<file path="src/rtl/mdu.sv">
// rtl/mdu.sv - iterative multiply/divide unit with HI/LO result registers
//
// One 32-cycle iteration engine shared by multiply (shift-add) and divide
// (restoring shift-subtract). Signed operations run on magnitudes and fix
// the sign when the result is written back.
//
// Ports:
//   clk        system clock, rising edge
//   rst        asynchronous active-high reset
//   start      operation request, sampled on the rising edge
//   op[2:0]    000 MULT, 001 MULTU, 010 DIV, 011 DIVU, 100 MTHI, 101 MTLO, 11x no-op
//   rs1, rt1   operands from the GPR rs/rt read ports
//   busy       high while an iterative operation runs
//   done       one-cycle pulse after hi/lo take a new MULT/DIV result
//   hi, lo     HI/LO registers
//
// Build option: define MDU_DIV_EN to include DIV/DIVU; otherwise 010/011 are no-ops.

module mdu (
  input  logic        clk,
  input  logic        rst,
  input  logic        start,
  input  logic [2:0]  op,
  input  logic [31:0] rs1,
  input  logic [31:0] rt1,
  output logic        busy,
  output logic        done,
  output logic [31:0] hi,
  output logic [31:0] lo
);

  typedef enum logic {IDLE = 1'b0, RUN = 1'b1} state_t;

  state_t      state, state_nx;
  logic [4:0]  cnt;
  logic [31:0] d_q;        // multiplicand (mult) or divisor (div) magnitude
  logic [63:0] work;       // {acc, multiplier} or {remainder, dividend/quotient}
  logic [63:0] work_nx;
  logic        neg_q;      // negate product / quotient at write-back

  logic        op_mul, op_div, accept, sgn, rs_neg, rt_neg;
  logic [31:0] rs_mag, rt_mag;
  logic [32:0] mul_sum;
  logic [63:0] mul_nx, prod;

`ifdef MDU_DIV_EN
  logic        is_div, neg_r, dz;
  logic [31:0] a_q;        // raw dividend, returned as HI on divide by zero
  logic [32:0] trial;
  logic        ge;
  logic [31:0] rem_nx, quo, rem;
  logic [63:0] div_nx;
`endif

  assign op_mul = (op[2:1] == 2'b00);
`ifdef MDU_DIV_EN
  assign op_div = (op[2:1] == 2'b01);
`else
  assign op_div = 1'b0;
`endif

  assign sgn    = ~op[0];
  assign rs_neg = sgn & rs1[31];
  assign rt_neg = sgn & rt1[31];
  assign rs_mag = rs_neg ? (32'd0 - rs1) : rs1;
  assign rt_mag = rt_neg ? (32'd0 - rt1) : rt1;
  assign accept = (state == IDLE) & start & (op_mul | op_div);
  assign busy   = (state == RUN);

  always_ff @(posedge clk or posedge rst) begin
    if (rst) state <= IDLE;
    else     state <= state_nx;
  end

  always_comb begin
    state_nx = state;
    case (state)
      IDLE:    if (accept) state_nx = RUN;
      RUN:     if (cnt == 5'd31) state_nx = IDLE;
      default: state_nx = IDLE;
    endcase
  end

  always_comb begin
    // Shift-add: add the multiplicand into the upper half when the current
    // multiplier bit is set, then shift the whole pair right by one.
    mul_sum = {1'b0, work[63:32]} + {1'b0, (work[0] ? d_q : 32'd0)};
    mul_nx  = {mul_sum, work[31:1]};
    prod    = neg_q ? (64'd0 - mul_nx) : mul_nx;
    work_nx = mul_nx;
`ifdef MDU_DIV_EN
    // Restoring divide: shift the next dividend bit into the remainder and
    // subtract only when it fits; the quotient bit fills the vacated LSB.
    trial   = {work[63:32], work[31]};
    ge      = (trial >= {1'b0, d_q});
    rem_nx  = ge ? (trial[31:0] - d_q) : trial[31:0];
    div_nx  = {rem_nx, work[30:0], ge};
    quo     = neg_q ? (32'd0 - div_nx[31:0])  : div_nx[31:0];
    rem     = neg_r ? (32'd0 - div_nx[63:32]) : div_nx[63:32];
    if (is_div) work_nx = div_nx;
`endif
  end

  always_ff @(posedge clk or posedge rst) begin
    if (rst) begin
      cnt   <= 5'd0;
      d_q   <= 32'd0;
      work  <= 64'd0;
      neg_q <= 1'b0;
      done  <= 1'b0;
      hi    <= 32'd0;
      lo    <= 32'd0;
`ifdef MDU_DIV_EN
      is_div <= 1'b0;
      neg_r  <= 1'b0;
      dz     <= 1'b0;
      a_q    <= 32'd0;
`endif
    end else begin
      done <= (state == RUN) && (cnt == 5'd31);
      if (accept) begin
        cnt   <= 5'd0;
        neg_q <= rs_neg ^ rt_neg;
        if (op_div) begin
          d_q  <= rt_mag;
          work <= {32'd0, rs_mag};
        end else begin
          d_q  <= rs_mag;
          work <= {32'd0, rt_mag};
        end
`ifdef MDU_DIV_EN
        is_div <= op_div;
        neg_r  <= rs_neg;
        dz     <= (rt1 == 32'd0);
        a_q    <= rs1;
`endif
      end else if (state == RUN) begin
        cnt  <= cnt + 5'd1;
        work <= work_nx;
        if (cnt == 5'd31) begin
`ifdef MDU_DIV_EN
          if (is_div) begin
            // Divide by zero bypasses sign fix-up: all-ones quotient, raw dividend.
            if (dz) begin
              lo <= 32'hFFFF_FFFF;
              hi <= a_q;
            end else begin
              lo <= quo;
              hi <= rem;
            end
          end else begin
            {hi, lo} <= prod;
          end
`else
          {hi, lo} <= prod;
`endif
        end
      end else if (start) begin
        if (op == 3'b100) hi <= rs1;
        if (op == 3'b101) lo <= rs1;
      end
    end
  end

endmodule

</file>
<file path="config.mk">
export PLATFORM = sky130hd
export DESIGN_NAME = mdu
export DESIGN_NICKNAME = d
export VERILOG_FILES = /design/src/rtl/mdu.sv
export SDC_FILE = /design/constraint.sdc
export NUM_CORES = 1
export LEC_CHECK = 0
export CORE_MARGIN = 2
export CORE_UTILIZATION = 52
export DETAILED_ROUTE_END_ITERATION = 12
export MAX_ROUTING_LAYER = met4
export PLACE_DENSITY = 0.78
export RECOVER_POWER = 25
export SETUP_SLACK_MARGIN = 0.5
export SLEW_MARGIN = 0
export SYNTH_ARGS = -nofsm -noshare
export SYNTH_HDL_FRONTEND = slang
export SYNTH_SLANG_ARGS = --single-unit
</file>
<file path="constraint.sdc">
create_clock -name clk -period 4.7 [get_ports clk]
set_input_delay 0.47 -clock clk [delete_from_list [all_inputs] [get_ports clk]]
set_output_delay 0.47 -clock clk [all_outputs]
set_load 0.005 [all_outputs]
</file>
## Word level (Yosys, flattened, before mapping)

Index checks and enable logic that the tools add are counted.

| storage, ports and cells | value |
|---|---|
| register bits after elaboration | 168 |
| input bits | 70 |
| output and inout bits | 66 |
| logic and storage cells | 52 |

| cells by class | value |
|---|---|
| add/subtract/negate cells | 5 |
| equal/unequal tests | 4 |
| multiplexer cells | 19 |
| bitwise operators | 8 |
| reductions and logical operators | 8 |

Operators by type and width:

| kind | count |
|---|---|
| two-way mux 32 bit | 11 |
| two-way mux 64 bit | 3 |
| subtractor 1 x 32 -> 32 bit, first input constant | 2 |
| subtractor 1 x 64 -> 64 bit, first input constant | 1 |
| adder 32 x 32 -> 33 bit | 1 |
| two-way mux 5 bit | 2 |
| AND reduction 4 bit | 2 |
| nonzero test 2 bit | 4 |
| equality test 3 bit, second input constant | 2 |
| adder 5 x 1 -> 5 bit, second input constant | 1 |
| equality test 5 bit, second input constant | 1 |
| bitwise AND 1 bit | 4 |
| inverter 1 bit | 3 |
| zero test 2 bit | 1 |
| two-way mux 1 bit | 2 |
| != test 2 x 1 -> 1 bit, second input constant | 1 |
| one-hot mux 1 bit (2 select lines) | 1 |
| logical AND 1 bit | 1 |
| XOR 1 bit | 1 |

## Longest topological paths before layout

Gate-level depths: netlist of run 1.

| depth | value |
|---|---|
| depth in word-level cells | 6 |
| mapped depth | 16 |
| gate-level depth less buffers | 13 |

## Worst setup path before layout of run 1

Ideal clock, no wire load.

| path | value |
|---|---|
| path type | reg-to-reg |
| start | register work[0] |
| end | register hi[31] |
| library setup time | 133 ps |
| data arrival time | 3978 ps |
| required time | 4567 ps |
| slack | 589 ps |
| cell stages (with the launch flop) | 16 |
| path buffers | 2 |
| period minus slack after synthesis | 4111 ps |
| path through | dfrtp_1 > clkbuf_1 > and2_1 > ha_1 > fa_1 > xor2_1 > or3_1 > o21bai_1 > a2111oi_2 > nand3_1 > nand2b_1 > or4_1 > buf_2 > o41ai_2 > xor2_1 > o22ai_1 |

| between the ends | value |
|---|---|
| longest elaborated chain between the ends | 6 |

Ends and longest elaborated chain:

| element | RTL line | source |
|---|---|---|
| start: declaration | 37 | `logic [63:0] work;` |
| start signal: assignment | 126 | `work <= {32'd0, rs_mag};` |
| start signal: assignment | 129 | `work <= {32'd0, rt_mag};` |
| start signal: assignment | 139 | `work <= work_nx;` |
| two-way mux 32 bit * | 87 | `mul_sum = {1'b0, work[63:32]} + {1'b0, (work[0] ? d_q : 32'd0)};` |
| adder 32 x 32 -> 33 bit * | 87 |  |
| subtractor 1 x 64 -> 64 bit | 89 | `prod = neg_q ? (64'd0 - mul_nx) : mul_nx;` |
| two-way mux 64 bit * | 89 |  |
| two-way mux 32 bit * | 140 | `if (cnt == 5'd31) begin` |
| two-way mux 32 bit * | 137 | `end else if (state == RUN) begin` |
| end signal: assignment | 155 | `{hi, lo} <= prod;` |
| end signal: assignment | 159 | `if (op == 3'b100) hi <= rs1;` |
| end: declaration | 28 | `output logic [31:0] hi,` |

Every way passes the cells marked *; elsewhere a longest branch is shown, timed or not. The select of a mux whose other input is x is not followed.
A chain may end at the register's enable or synchronous reset.

## Worst setup path after layout of run 1

Ends and elaborated chain as after synthesis.

==> flow_metrics.py, run 1 <==
metrics = {
    "outcome": {
        "run_status": "complete, but fails checks",
        "violations": "max-capacitance violations, max-slew violations",
    },
    "final_layout": {
        "utilization_pct": 64.0,
        "drive_gt1_share_pct": 9.24,
        "layout-area-overhead-vs-synth_pct": 21.2,
        "num_antenna_cells": 0,
        "final_common_cell": "nand2_1",
        "nets": 1664,
        "most-common-layout-cells": "nand2_1, dfrtp_1, o21ai_0",
    },
    "detailed_routing": {
        "wirelength_um": 37400,
        "first_pass_iters": 6,
        "antenna_left": 0,
        "route.vias.total": 11637,
        "avgViaCountPerCell": 6.28,
        "drtIter0Drc": 961,
        "drc_errors": 0,
        "routedWlPerCell_um": 20.2,
    },
    "clock_network": {
        "cts_hold_buf": 0,
        "cts.sinks": 168,
        "h-tree-depth": 4,
        "cts.clk_slew.worst_paths_ns": 0.07,
        "cts-root-buf": "clkbuf_16",
        "clk_latency_ns": 0.44,
        "numCtsBuffers": 17,
        "cts_tree": "done",
        "cts.path.max_buffers": 2,
    },
    "timing": {
        "setup_viol": 0,
        "drv_slew": 169,
        "min_period_ns": 4.16,
        "fin_crit_sh_pct": 88.6,
        "rsz0062_at_grt": "true",
        "max_freq_mhz": 240,
        "fin_tns_setup_ns": 0,
        "worst_pin_slew_ns": 2.32,
        "finalHoldViolCount": 0,
        "hold_slack_ns": 0.477,
        "fin_skew_ns": 0.0170,
        "max_slew_margin_pct": -54.7,
    },
    "synth": {
        "syn-cell-area_um2": 12000,
        "synthCells": 1447,
        "synthSimpleGateAreaFrac_pct": 20.2,
        "synth_ff_type": "dfrtp_1",
        "synthesis.nets": 1555,
        "synth-edff-count": 0,
        "synth_top_family_by_area": "compound AO/OA/AOI/OAI gates",
        "yosysUniqueCellTypes": 80,
        "synth_xor_area_share_pct": 10.0,
        "synth_fa_ha_area_share_pct": 4.04,
        "synthMuxAreaShare_pct": 2.18,
        "async_flop_share_pct": 100,
        "ys_ff_latch": 168,
        "ys_seq_area_share_pct": 35.1,
        "syn_avg_cell_area_um2": 8.27,
        "synth_compound_area_share_pct": 24.8,
        "ys_warn_count": 0,
    },
    "global_route": {
        "grt_pass1_wl_um": 59000,
        "grt_pass1_vias": 10773,
        "grt_antenna_before_repair": 0,
        "overflow": 0,
        "grt_max_degree": 169,
        "globalRouteTotalUtil_pct": 31.7,
    },
    "setup_path": {
        "cp_slowest_stage_delay_ns": 0.64,
        "path_class": "reg2reg",
        "start_kind": "flip-flop",
        "slowest_stage": "or4_4",
        "path_common_cell": "buf_4",
        "crit_arrival_ns": 4.46,
        "worst_setup_path_end_kind": "flip-flop",
        "crit_chain": "buf_4 -> and2_1 -> ha_1 -> nand2_2 -> nor3b_4 -> buf_4 -> o211ai_1 -> a21boi_0 -> o32ai_2 -> xnor2_2 -> or4_4 -> o41ai_4 -> xor2_1 -> o22ai_1",
        "crit_fanout": 7,
        "critPathRequiredTime_ns": 5.00,
    },
    "power_and_ir_drop": {
        "switchingPower_w": 0.00419,
        "intPower_w": 0.00511,
        "leakage_nw": 6.30,
        "seqPwrFrac_pct": 29.5,
        "powerDensity_nw_per_um2": 642,
        "switching_share_pct": 45.1,
        "power_frac_comb_pct": 54.9,
        "pwr-share-clk_pct": 15.5,
        "power_w": 0.00930,
        "peakVddDrop_uv": 376,
    },
    "placed_design": {
        "routabilityCongestion": 0.925,
        "buffer_ports.inserted": 135,
        "dpl.hpwl_um": 27100,
    },
    "hold_path": {
        "hp-class": "reg2reg",
    },
    "floorplanning": {
        "core_area_um2": 22600,
        "design.die.area_um2": 24200,
        "ios": 136,
        "dieHeight_um": 156,
        "rows": 55,
        "initial_utilization_pct": 52.8,
        "die_x_um": 156,
    },
    "run": {
        "maxCapViolations": 1,
    },
}
[critical path, delay by kind of cell, from the launching register on]
family / cells / cell delay, ns
simple gates: 4 / 1.19
xor+xnor: 2 / 0.43
buf+inv: 2 / 0.38
flops: 1 / 0.48
fa+ha+maj: 1 / 0.37
compound gates: 5 / 1.18
[what timing repair did]
| item | 4_1_cts | 5_1_grt |
|---|---|---|
| gates resized for setup | 5 | 43 |
| setup buffers | 0 | 8 |
| pin swaps | 0 | 10 |
| endpoints found under the hold margin | 0 | 0 |
| endpoints found under the setup margin | 13 | 20 |
| cloned | 0 | 0 |
[path summary, 6_finish.rpt]
path                       startpoint  endpoint  slack (ns)  cells after the start
max in group asynchronous         rst      busy        1.63                      3
min in group asynchronous         rst    lo[13]        1.34                      3
max                           work[0]    hi[31]        0.54                     14
min                           d_q[15]   d_q[15]        0.48                      2
max reg2reg                   work[0]    hi[31]        0.54                     14
min reg2reg                   d_q[15]   d_q[15]        0.48                      2
[state kept, by name (all words and copies together) (netlist names)]
signal and cells:
done 1, work 64, cnt 5, busy 1, hi 32, lo 32, neg_q 1, d_q 32
[cells in the mapped netlist, types with 4 or more instances]
master | count | area (um^2)
a211oi_1 | 33 | 248
a221oi_1 | 4 | 35.0
a31oi_1 | 7 | 43.8
o22ai_1 | 20 | 125
mux2i_1 | 26 | 260
dfrtp_1 | 168 | 4200
or3_1 | 19 | 119
nand2b_1 | 12 | 75.1
or4_1 | 9 | 67.6
xor2_1 | 84 | 736
nor2_1 | 102 | 383
o41ai_1 | 13 | 114
o211ai_1 | 10 | 75.1
and2_1 | 38 | 238
o21ai_0 | 156 | 781
or2_2 | 6 | 37.5
nor3_1 | 25 | 125
a22oi_1 | 13 | 97.6
nand3_1 | 29 | 145
buf_2 | 5 | 25.0
nor3b_1 | 6 | 45.0
a21o_1 | 39 | 293
clkbuf_1 | 81 | 304
xnor2_1 | 51 | 447
inv_1 | 21 | 78.8
nor4_1 | 14 | 87.6
nor2b_1 | 5 | 31.3
nand4_1 | 11 | 68.8
ha_1 | 37 | 463
o31a_1 | 4 | 35.0
and3_1 | 15 | 93.8
o221ai_1 | 4 | 35.0
o31ai_1 | 27 | 203
nand2_1 | 202 | 758
o211a_1 | 5 | 50.1
o2111ai_1 | 4 | 35.0
a21oi_1 | 87 | 435
[cell families (layout without fill, tap and decap cells)]
family                     count (synthesis)  count (layout)
and+or+nand+nor                          508             508
AOI/OAI and AO/OA                        459             459
DFF                                      168             168
xor gates and xnor gates                 136             136
buffers and inverters                    112             234
adders and majority gates                 38              38
muxes                                     26              26
[through the flow]
step | instances | setup slack (ns) | cell area (um^2)
after global routing | 1854 | 0.461 | 14500
after floorplan | 1447 | 0.589 | 12000
after detailed placement | 1814 | 0.159 | 13600
after CTS | 1846 | 0.410 | 14300
final | 1854 | 0.537 | 14500
after global placement | 1814 | 0.275 | 13600
[layer usage]
layer / GRT usage, % / up-vias / part of all wire, %
met5: - / - / 0
met4: 12.6 / 0 / 3.7
met3: 3.50 / 96 / 6.0
met2: 50.3 / 483 / 48
met1: 41.9 / 5632 / 43
li1: - / 5426 / -
[area by class of cell]
class	count	area (um^2)
multi-input cells	1167	7560
inverters	23	90.1
well taps	285	357
repair buffers	179	1680
flip-flops and latches	168	4210
clock inverters	13	163
clock buffers	19	433
fillers	1914	8140
[power by group through the flow]
stage	clock network, W	logic (W)	registers, W
CTS	0.00145	0.00486	0.00274
finish	0.00144	0.00511	0.00275
floorplan	0	0.00321	0.00250
detailed placement	0	0.00479	0.00275
global placement	0	0.00471	0.00274
global route	0.00151	0.00556	0.00283
Note: power is estimated with default switching activity, not from simulation.
==> run 2: changes to the inputs <==
PLACE_DENSITY = 0.9   (was 0.78)
==> run 2 against run 1 <==
Register-to-register slack hardly changed; critical path depth is 2 higher; utilization is 0.80 points higher; via count is 3.9% higher; total power is 2.8% higher; the flow still finishes with violations (max-capacitance violations, max-slew violations); largest power group unchanged.
==> flow_metrics.py, run 2 (synthesis gave the netlist of run 1 again) <==
metrics = {
    "detailed_routing": {
        "wirelength_um": 38100,
        "routedWlPerCell_um": 20.5,
        "avgViaCountPerCell": 6.50,
        "drc_errors": 0,
        "antenna_left": 0,
        "route.vias.total": 12092,
        "first_pass_iters": 7,
        "drtIter0Drc": 1384,
    },
    "setup_path": {
        "rrSetupSlack_ns": 0.54,
        "path_buf_inv": 4,
        "ff2ff_path_depth": 16,
        "crit_chain": "buf_6 -> and2_1 -> ha_4 -> buf_4 -> a21oi_4 -> nand2_4 -> o211a_4 -> buf_4 -> or4_1 -> nand3_2 -> o2111ai_2 -> or4_4 -> buf_4 -> o31ai_1 -> xnor2_1 -> o22ai_1",
        "worst_setup_path_end_kind": "flip-flop",
        "path_delay_family": "simple AND/OR/NAND/NOR gates",
        "start_kind": "flip-flop",
        "critPathRequiredTime_ns": 5.01,
        "path_common_cell": "buf_4",
        "slowest_stage": "or4_4",
        "path_class": "reg2reg",
        "r2r-end": "hi[28]",
        "cp_slowest_stage_delay_ns": 0.60,
        "cp-startpoint": "work[0]",
        "crit_fanout": 16,
        "timing.rr.start": "work[0]",
        "crit_arrival_ns": 4.48,
    },
    "power_and_ir_drop": {
        "powerDensity_nw_per_um2": 651,
        "leakage_nw": 6.34,
        "power_w": 0.00956,
        "peakVddDrop_uv": 409,
    },
    "global_route": {
        "grt_pass1_wl_um": 59800,
        "globalRouteTotalUtil_pct": 31.9,
        "grt_pass1_vias": 11512,
        "grt_max_degree": 98,
        "grt_antenna_before_repair": 0,
        "overflow": 0,
    },
    "final_layout": {
        "drive_gt1_share_pct": 10.3,
        "most-common-layout-cells": "nand2_1, dfrtp_1, o21ai_0",
        "nets": 1671,
        "largest_register": "work",
        "largest_reg_flops": 64,
        "final_common_cell": "nand2_1",
        "n_fill_cell": 1693,
        "num_antenna_cells": 0,
        "layout-area-overhead-vs-synth_pct": 22.7,
    },
    "timing": {
        "fin_tns_setup_ns": 0,
        "finalHoldViolCount": 0,
        "worst_pin_slew_ns": 1.64,
        "setup_viol": 0,
        "min_period_ns": 4.16,
        "max_slew_margin_pct": -9.04,
        "fin_skew_ns": 0.0143,
        "setup_slack_ns": 0.536,
        "max_freq_mhz": 240,
        "rsz0062_at_grt": "true",
        "drv_slew": 33,
        "fin_crit_sh_pct": 88.6,
    },
    "run": {
        "maxCapViolations": 1,
    },
    "floorplanning": {
        "design.die.area_um2": 24200,
        "core_area_um2": 22600,
        "ios": 136,
        "die_x_um": 156,
        "rows": 55,
        "initial_utilization_pct": 52.8,
        "dieHeight_um": 156,
    },
    "hold_path": {
        "hp-start": "d_q[29]",
        "whs_path_depth": 2,
        "hold_path_end": "d_q[29]",
        "hp-class": "reg2reg",
    },
    "outcome": {
        "run_status": "complete, but fails checks",
        "violations": "max-capacitance violations, max-slew violations",
    },
    "clock_network": {
        "cts.clk_slew.worst_paths_ns": 0.07,
        "clk_latency_ns": 0.45,
        "numCtsBuffers": 17,
        "h-tree-depth": 4,
        "cts.path.max_buffers": 2,
        "cts_tree": "done",
        "cts.sinks": 168,
        "cts-root-buf": "clkbuf_16",
    },
    "placed_design": {
        "dpl.hpwl_um": 26800,
        "buffer_ports.inserted": 135,
        "place_ws_ns": 0.380,
        "routabilityCongestion": 0.956,
    },
}
-- run 2: changes by cell type in the layout (fill, tap and decap cells not counted), sizes merged --
cell | previous run | this run
bufinv | 2 | 3
clkinvlp | 4 | 2
buf | 43 | 50
clkinv | 3 | 6
clkbuf | 20 | 19
inv | 27 | 25
-- run 2: layer usage --
| layer | wire [um] | vias up | share of wire, % | global-route usage (%) |
|---|---|---|---|---|
| met3 | 2840 | 196 | 7.4 | 4.69 |
| met4 | 2200 | 0 | 5.8 | 15.7 |
| met5 | 0 | - | 0 | - |
| met1 | 14800 | 5791 | 39 | 38.7 |
| met2 | 18300 | 663 | 48 | 52.3 |
| li1 | - | 5442 | - | - |
-- run 2: worst min-delay path: stages (launching register included) --
cell and delay, ns:
dfrtp_1 0.34, nand2_1 0.04, o21ai_0 0.06
-- run 2: where the power goes --
group / internal, W / total, W / switching (W)
Sequential: 0.00211 / 0.00269 / 0.000584
Combinational: 0.00229 / 0.00536 / 0.00307
Clock: 0.000866 / 0.00151 / 0.000648
Total: 0.00526 / 0.00956 / 0.00430
-- run 2: stage by stage --
| step | instance area (um^2) | hold slack (ns) | instances | util [%] |
|---|---|---|---|---|
| 2_1_floorplan | 12000 | 0.442 | 1447 | - |
| 3_3_place_gp | 13600 | 0.455 | 1811 | 60.1 |
| 3_5_place_dp | 13600 | 0.467 | 1811 | 60.1 |
| 4_1_cts | 14300 | 0.420 | 1843 | 63.0 |
| 5_1_grt | 14700 | 0.489 | 1860 | 64.8 |
| 6_report | 14700 | 0.480 | 1860 | 64.8 |
-- run 2: worst max path at each step --
stage,to,slack (ns),cells after the start
after floorplan,hi[31],0.59,15
after global placement,hi[31],0.48,13
after detailed placement,hi[31],0.38,13
after CTS,hi[31],0.50,13
after global routing,hi[31],0.42,14
final,hi[28],0.54,16
-- run 2: area by class of cell --
type                            instances  area [um^2]  share of cell area [%]
Multi-Input combinational cell       1167         7660                    52.2
Sequential cell                       168         4210                    28.7
Timing Repair Buffer                  186         1730                    11.8
Clock buffer                           18          439                    2.99
Tap cell                              285          357                    2.43
Clock inverter                         13          189                    1.29
Inverter                               23         87.6                   0.597
-- run 2: what timing repair did --
action	CTS	global route
endpoints found under the setup margin	11	14
endpoints found under the hold margin	0	0
gates resized for setup	5	58
pin swaps	1	22
setup buffers	1	17
hold buffers	0	0
